**src/rtl/fifo_fwft_flags_sdp_ram.sv**
```systemverilog
// Simple dual-port storage for fifo_fwft_flags.
// One synchronous write port and one asynchronous (combinational) read
// port. Kept in its own module so it can later be replaced by a block-RAM
// wrapper. The array is deliberately not reset.
//   clk   : write clock
//   we    : write enable
//   waddr : write address
//   wdata : write data
//   raddr : read address
//   rdata : read data, combinational from raddr
module sdp_ram #(
  parameter int WIDTH = 4,
  parameter int DEPTH = 16
) (
  input  logic                     clk,
  input  logic                     we,
  input  logic [$clog2(DEPTH)-1:0] waddr,
  input  logic [WIDTH-1:0]         wdata,
  input  logic [$clog2(DEPTH)-1:0] raddr,
  output logic [WIDTH-1:0]         rdata
);
  logic [WIDTH-1:0] mem [DEPTH];

  always_ff @(posedge clk) begin
    if (we) begin
      mem[waddr] <= wdata;
    end
  end

  assign rdata = mem[raddr];
endmodule

```
**src/rtl/fifo_fwft_flags.sv**
```systemverilog
// First-word-fall-through FIFO with occupancy flags.
// The head entry is visible on dout whenever empty=0; an accepted read
// moves to the next entry with no bubble. Head/tail pointers carry one
// extra bit so all DEPTH entries are usable and full/empty are unambiguous.
// All status outputs come from the registered pointers only.
//   clk, rst_n        : clock, asynchronous active-low reset
//   flush             : synchronous clear of contents and sticky errors
//   wr_en, din        : write request and data (dropped when full)
//   rd_en, dout       : read acknowledge and head data (ignored when empty)
//   full, empty       : occupancy == DEPTH / == 0
//   almost_full       : occupancy >= AF_LEVEL
//   almost_empty      : occupancy <= AE_LEVEL
//   count             : occupancy
//   overflow          : sticky, write attempted while full
//   underflow         : sticky, read attempted while empty
module fifo_fwft_flags #(
  parameter int WIDTH    = 4,
  parameter int DEPTH    = 16,
  parameter int AF_LEVEL = DEPTH - 2,
  parameter int AE_LEVEL = 2
) (
  input  logic                     clk,
  input  logic                     rst_n,
  input  logic                     flush,
  input  logic                     wr_en,
  input  logic [WIDTH-1:0]         din,
  output logic                     full,
  output logic                     almost_full,
  input  logic                     rd_en,
  output logic [WIDTH-1:0]         dout,
  output logic                     empty,
  output logic                     almost_empty,
  output logic [$clog2(DEPTH):0]   count,
  output logic                     overflow,
  output logic                     underflow
);
  localparam int AW    = $clog2(DEPTH);
  localparam int PTR_W = AW + 1;
  localparam logic [PTR_W-1:0] AF_L = PTR_W'(AF_LEVEL);
  localparam logic [PTR_W-1:0] AE_L = PTR_W'(AE_LEVEL);

  logic [PTR_W-1:0] head_reg, head_next;
  logic [PTR_W-1:0] tail_reg, tail_next;
  logic             overflow_reg, overflow_next;
  logic             underflow_reg, underflow_next;
  logic             wr_accept;
  logic             rd_accept;

  // Pointer difference is exact modulo 2*DEPTH, which is the occupancy.
  assign count        = tail_reg - head_reg;
  assign empty        = (tail_reg == head_reg);
  assign full         = (tail_reg[AW] != head_reg[AW]) &&
                        (tail_reg[AW-1:0] == head_reg[AW-1:0]);
  assign almost_full  = (count >= AF_L);
  assign almost_empty = (count <= AE_L);
  assign overflow     = overflow_reg;
  assign underflow    = underflow_reg;

  assign wr_accept = wr_en && !full && !flush;
  assign rd_accept = rd_en && !empty && !flush;

  always_comb begin
    head_next      = head_reg;
    tail_next      = tail_reg;
    overflow_next  = overflow_reg;
    underflow_next = underflow_reg;
    if (flush) begin
      head_next      = '0;
      tail_next      = '0;
      overflow_next  = 1'b0;
      underflow_next = 1'b0;
    end else begin
      if (wr_accept) tail_next = tail_reg + 1'b1;
      if (rd_accept) head_next = head_reg + 1'b1;
      if (wr_en && full) overflow_next = 1'b1;
      if (rd_en && empty) underflow_next = 1'b1;
    end
  end

  always_ff @(posedge clk or negedge rst_n) begin
    if (!rst_n) begin
      head_reg      <= '0;
      tail_reg      <= '0;
      overflow_reg  <= 1'b0;
      underflow_reg <= 1'b0;
    end else begin
      head_reg      <= head_next;
      tail_reg      <= tail_next;
      overflow_reg  <= overflow_next;
      underflow_reg <= underflow_next;
    end
  end

  // Asynchronous read at the head gives the fall-through behaviour: a word
  // written into an empty FIFO is on dout as soon as the tail moves past it.
  sdp_ram #(
    .WIDTH (WIDTH),
    .DEPTH (DEPTH)
  ) u_ram (
    .clk   (clk),
    .we    (wr_accept),
    .waddr (tail_reg[AW-1:0]),
    .wdata (din),
    .raddr (head_reg[AW-1:0]),
    .rdata (dout)
  );
endmodule

```
**config.mk**
```make
export PLATFORM = sky130hd
export DESIGN_NAME = fifo_fwft_flags
export DESIGN_NICKNAME = d
export VERILOG_FILES = /design/src/rtl/fifo_fwft_flags_sdp_ram.sv /design/src/rtl/fifo_fwft_flags.sv
export SDC_FILE = /design/constraint.sdc
export NUM_CORES = 1
export LEC_CHECK = 0
export ABC_AREA = 1
export BUFFER_PORTS_ARGS = -buffer_cell sky130_fd_sc_hd__buf_2
export CAP_MARGIN = 20
export CORE_UTILIZATION = 60
export DETAILED_ROUTE_END_ITERATION = 10
export MAX_ROUTING_LAYER = met4
export PLACE_DENSITY_LB_ADDON = 0.15
export SLEW_MARGIN = 20
export SYNTH_ARGS = -nofsm -noshare
export SYNTH_HDL_FRONTEND = slang
export SYNTH_SLANG_ARGS = --single-unit
```
**constraint.sdc**
```tcl
create_clock -name clk -period 2.7 [get_ports clk]
set_input_delay 0.27 -clock clk [delete_from_list [all_inputs] [get_ports clk]]
set_output_delay 0.27 -clock clk [all_outputs]
set_load 0.02 [all_outputs]
```
==> qor.yml <==
worst_setup_path_end_kind: "output pin"
path_class: "reg2out"
finalHoldViolCount: 0
rsz0062_at_grt: "false"
synthXorXnorAreaFrac_pct: 1.36
initial_utilization_pct: 64.0
cts.sinks: 76
p_leak_nw: 2.03
drt.antenna.violating_nets: 0
hpwl_um: 5480
hold_class: "in2reg"
cts_made_buffers: 9
clk_pin_slew_worst_paths_ps: 80
power_mw: 2.68
synthCells: 440
grt.total_usage_pct: 26.9
vdd_ir_drop_max_mv: 0.412
fillers: 467
synth_nets: 459
antenna_found_initial: 0
root_buffer: "clkbuf_8"
gp_congestion: 0.892
drive_gt1_share_pct: 10.2
synthMuxAreaShare_pct: 0
drt-initial-drc-count: 230
synth-compound-area-share_pct: 0.710
synth-simple-area-share_pct: 27.0
start_kind: "flop"
h-tree-depth: 3
vias_per_cell: 5.31
pwr_density_cell_mw_per_mm2: 634
synth_seq_cells: 76
clock_path_buffers: 2
period_share_pct: 94.7
postCtsSetupBuffers: 0
synth_warnings: 0
drv_cap: 0
worstPathRequired_ps: 2430
largest_reg_flops: 64
row_count: 28
ios: 24
dieArea_mm2: 0.00679
tightest_slew_ps: 541
fin_worst_skew_ps: 11.0
vias: 2896
wl_per_cell_um: 14.6
fmax_ghz: 0.391
fin_nets: 484
overflow: 0
period_needed_ps: 2560
synthAdderAreaFrac_pct: 3.42
drtPass1Iterations: 5
relSlewSlack_pct: 63.8
die_x_um: 82.4
worstPathMaxFanout: 5
grt_pass1_vias: 2483
synth_top_family_by_area: "simple AND/OR/NAND/NOR gates"
die_h_um: 82.4
syn_to_final_growth_pct: 9.13
synth_area_per_cell_um2: 8.81
insertion_delay_ps: 350
yosysSeqAreaShare_pct: 57.3
drt-total-wl_um: 7970
finalSetupViolations: 0
setup-tns-final_ps: 0
synth.distinct_cells: 22
drc: 0
grt_pass1_wl_um: 12200
netlist_area_mm2: 0.00388
crit_arrival_ps: 2290
cts_tree: "yes"
port_buffers: 23
final_max_slew_viol_count: 0
diodes: 0
grt_max_degree: 34
core_mm2: 0.00606
status: "completed"
[synthesized netlist by cell type]
cell type / number / area [µm²]
clkinv_1: 2 / 7.51
nand2_1: 149 / 559
fa_1: 1 / 20.0
xor2_1: 5 / 43.8
a22oi_1: 1 / 7.51
nand4_1: 6 / 37.5
inv_1: 80 / 300
or2_2: 1 / 6.26
clkbuf_1: 2 / 7.51
buf_8: 1 / 15.0
nand3_4: 1 / 17.5
nand2_2: 2 / 12.5
a21oi_1: 4 / 20.0
edfxtp_1: 64 / 1920
buf_4: 4 / 30.0
xnor2_1: 1 / 8.76
buf_2: 7 / 35.0
nor2_1: 27 / 101
ha_1: 9 / 113
nand3_1: 60 / 300
dfrtp_1: 12 / 300
nand2_4: 1 / 11.3
[metrics by stage]
step	hold slack, ps	utilization [%]	instance area (µm²)	setup slack (ps)	std cells
final	181	69.8	4230	143	545
after CTS	173	69.7	4230	106	545
after global placement	163	66.5	4030	493	528
after floorplan	-25.6	-	3880	369	440
after detailed placement	173	66.5	4030	384	528
after global routing	189	69.8	4230	4.48	545
[repair_timing]
item,in CTS,in global routing
hold buffers,1,0
resized for setup,0,2
endpoints found under the hold margin,12,0
endpoints found under the setup margin,0,4
[cells by family (layout without fill, tap and decap cells)]
family / after synthesis / count (layout)
xor gates and xnor gates: 6 / 6
buffers and inverters: 96 / 126
AOI/OAI and AO/OA: 5 / 5
DFF: 76 / 76
adders and majority gates: 10 / 10
and+or+nand+nor: 247 / 247
[final cells by class]
type                       count  area (µm²)  share of cell area (%)
clock buffer                  13         170                    4.02
clock inverter                 3        18.8                   0.444
inverter                      82         312                    7.36
multi-input combinational    268        1260                    29.8
sequential                    76        2220                    52.5
tap                           75        93.8                    2.22
timing repair buffer          28         155                    3.67
[worst max-delay path: stages (launching register included)]
cell,delay (ps)
dfrtp_1,440
inv_2,110
ha_1,150
inv_1,60
fa_1,400
or2_2,310
a22oi_1,140
nand3_1,90
nor2_1,80
buf_2,160
[where the power goes]
part,internal [mW],leakage (nW),switching [mW],total (mW)
logic,0.174,1.19,0.401,0.575
registers,1.29,0.741,0.0164,1.30
clock network,0.414,0.0985,0.389,0.803
[path summary, 6_finish.rpt]
| kind | endpoint | start | cells past startpoint | slack (ps) |
|---|---|---|---|---|
| worst min-delay path | overflow$_DFFE_PN0P_ | flush | 2 | 180 |
| worst max-delay path | almost_empty | tail_reg[0]$_DFFE_PN0P_ | 9 | 140 |
| worst min register to register | overflow$_DFFE_PN0P_ | overflow$_DFFE_PN0P_ | 2 | 520 |
| worst max register to register | u_ram.mem[15][1]$_DFFE_PP_ | head_reg[2]$_DFFE_PN0P_ | 7 | 390 |
| min in group asynchronous | underflow$_DFFE_PN0P_ | rst_n | 2 | 340 |
| max in group asynchronous | head_reg[1]$_DFFE_PN0P_ | rst_n | 2 | 2120 |
[layer usage]
layer / GRT usage [%] / part of all wire, % / vias to the layer above
met1: 35.6 / 44 / 1365
met5: - / 0 / -
met3: 3.85 / 4.8 / 17
met2: 41.2 / 49 / 80
li1: - / - / 1434
met4: 13.0 / 2.5 / 0
[placed cells by master (no fill, tap or decap), drive strengths merged]
| cell type | count |
|---|---|
| nand2 | 152 |
| a22oi | 1 |
| xnor2 | 1 |
| dfrtp | 12 |
| xor2 | 5 |
| dlygate4sd3 | 1 |
| clkinv | 5 |
| clkbuf | 13 |
| ha | 9 |
| nor2 | 27 |
| inv | 79 |
| fa | 1 |
| or2 | 1 |
| nand4 | 6 |
| buf | 27 |
| clkinvlp | 1 |
| nand3 | 61 |
| edfxtp | 64 |
| a21oi | 4 |
Power figures use the tool's default switching activity.
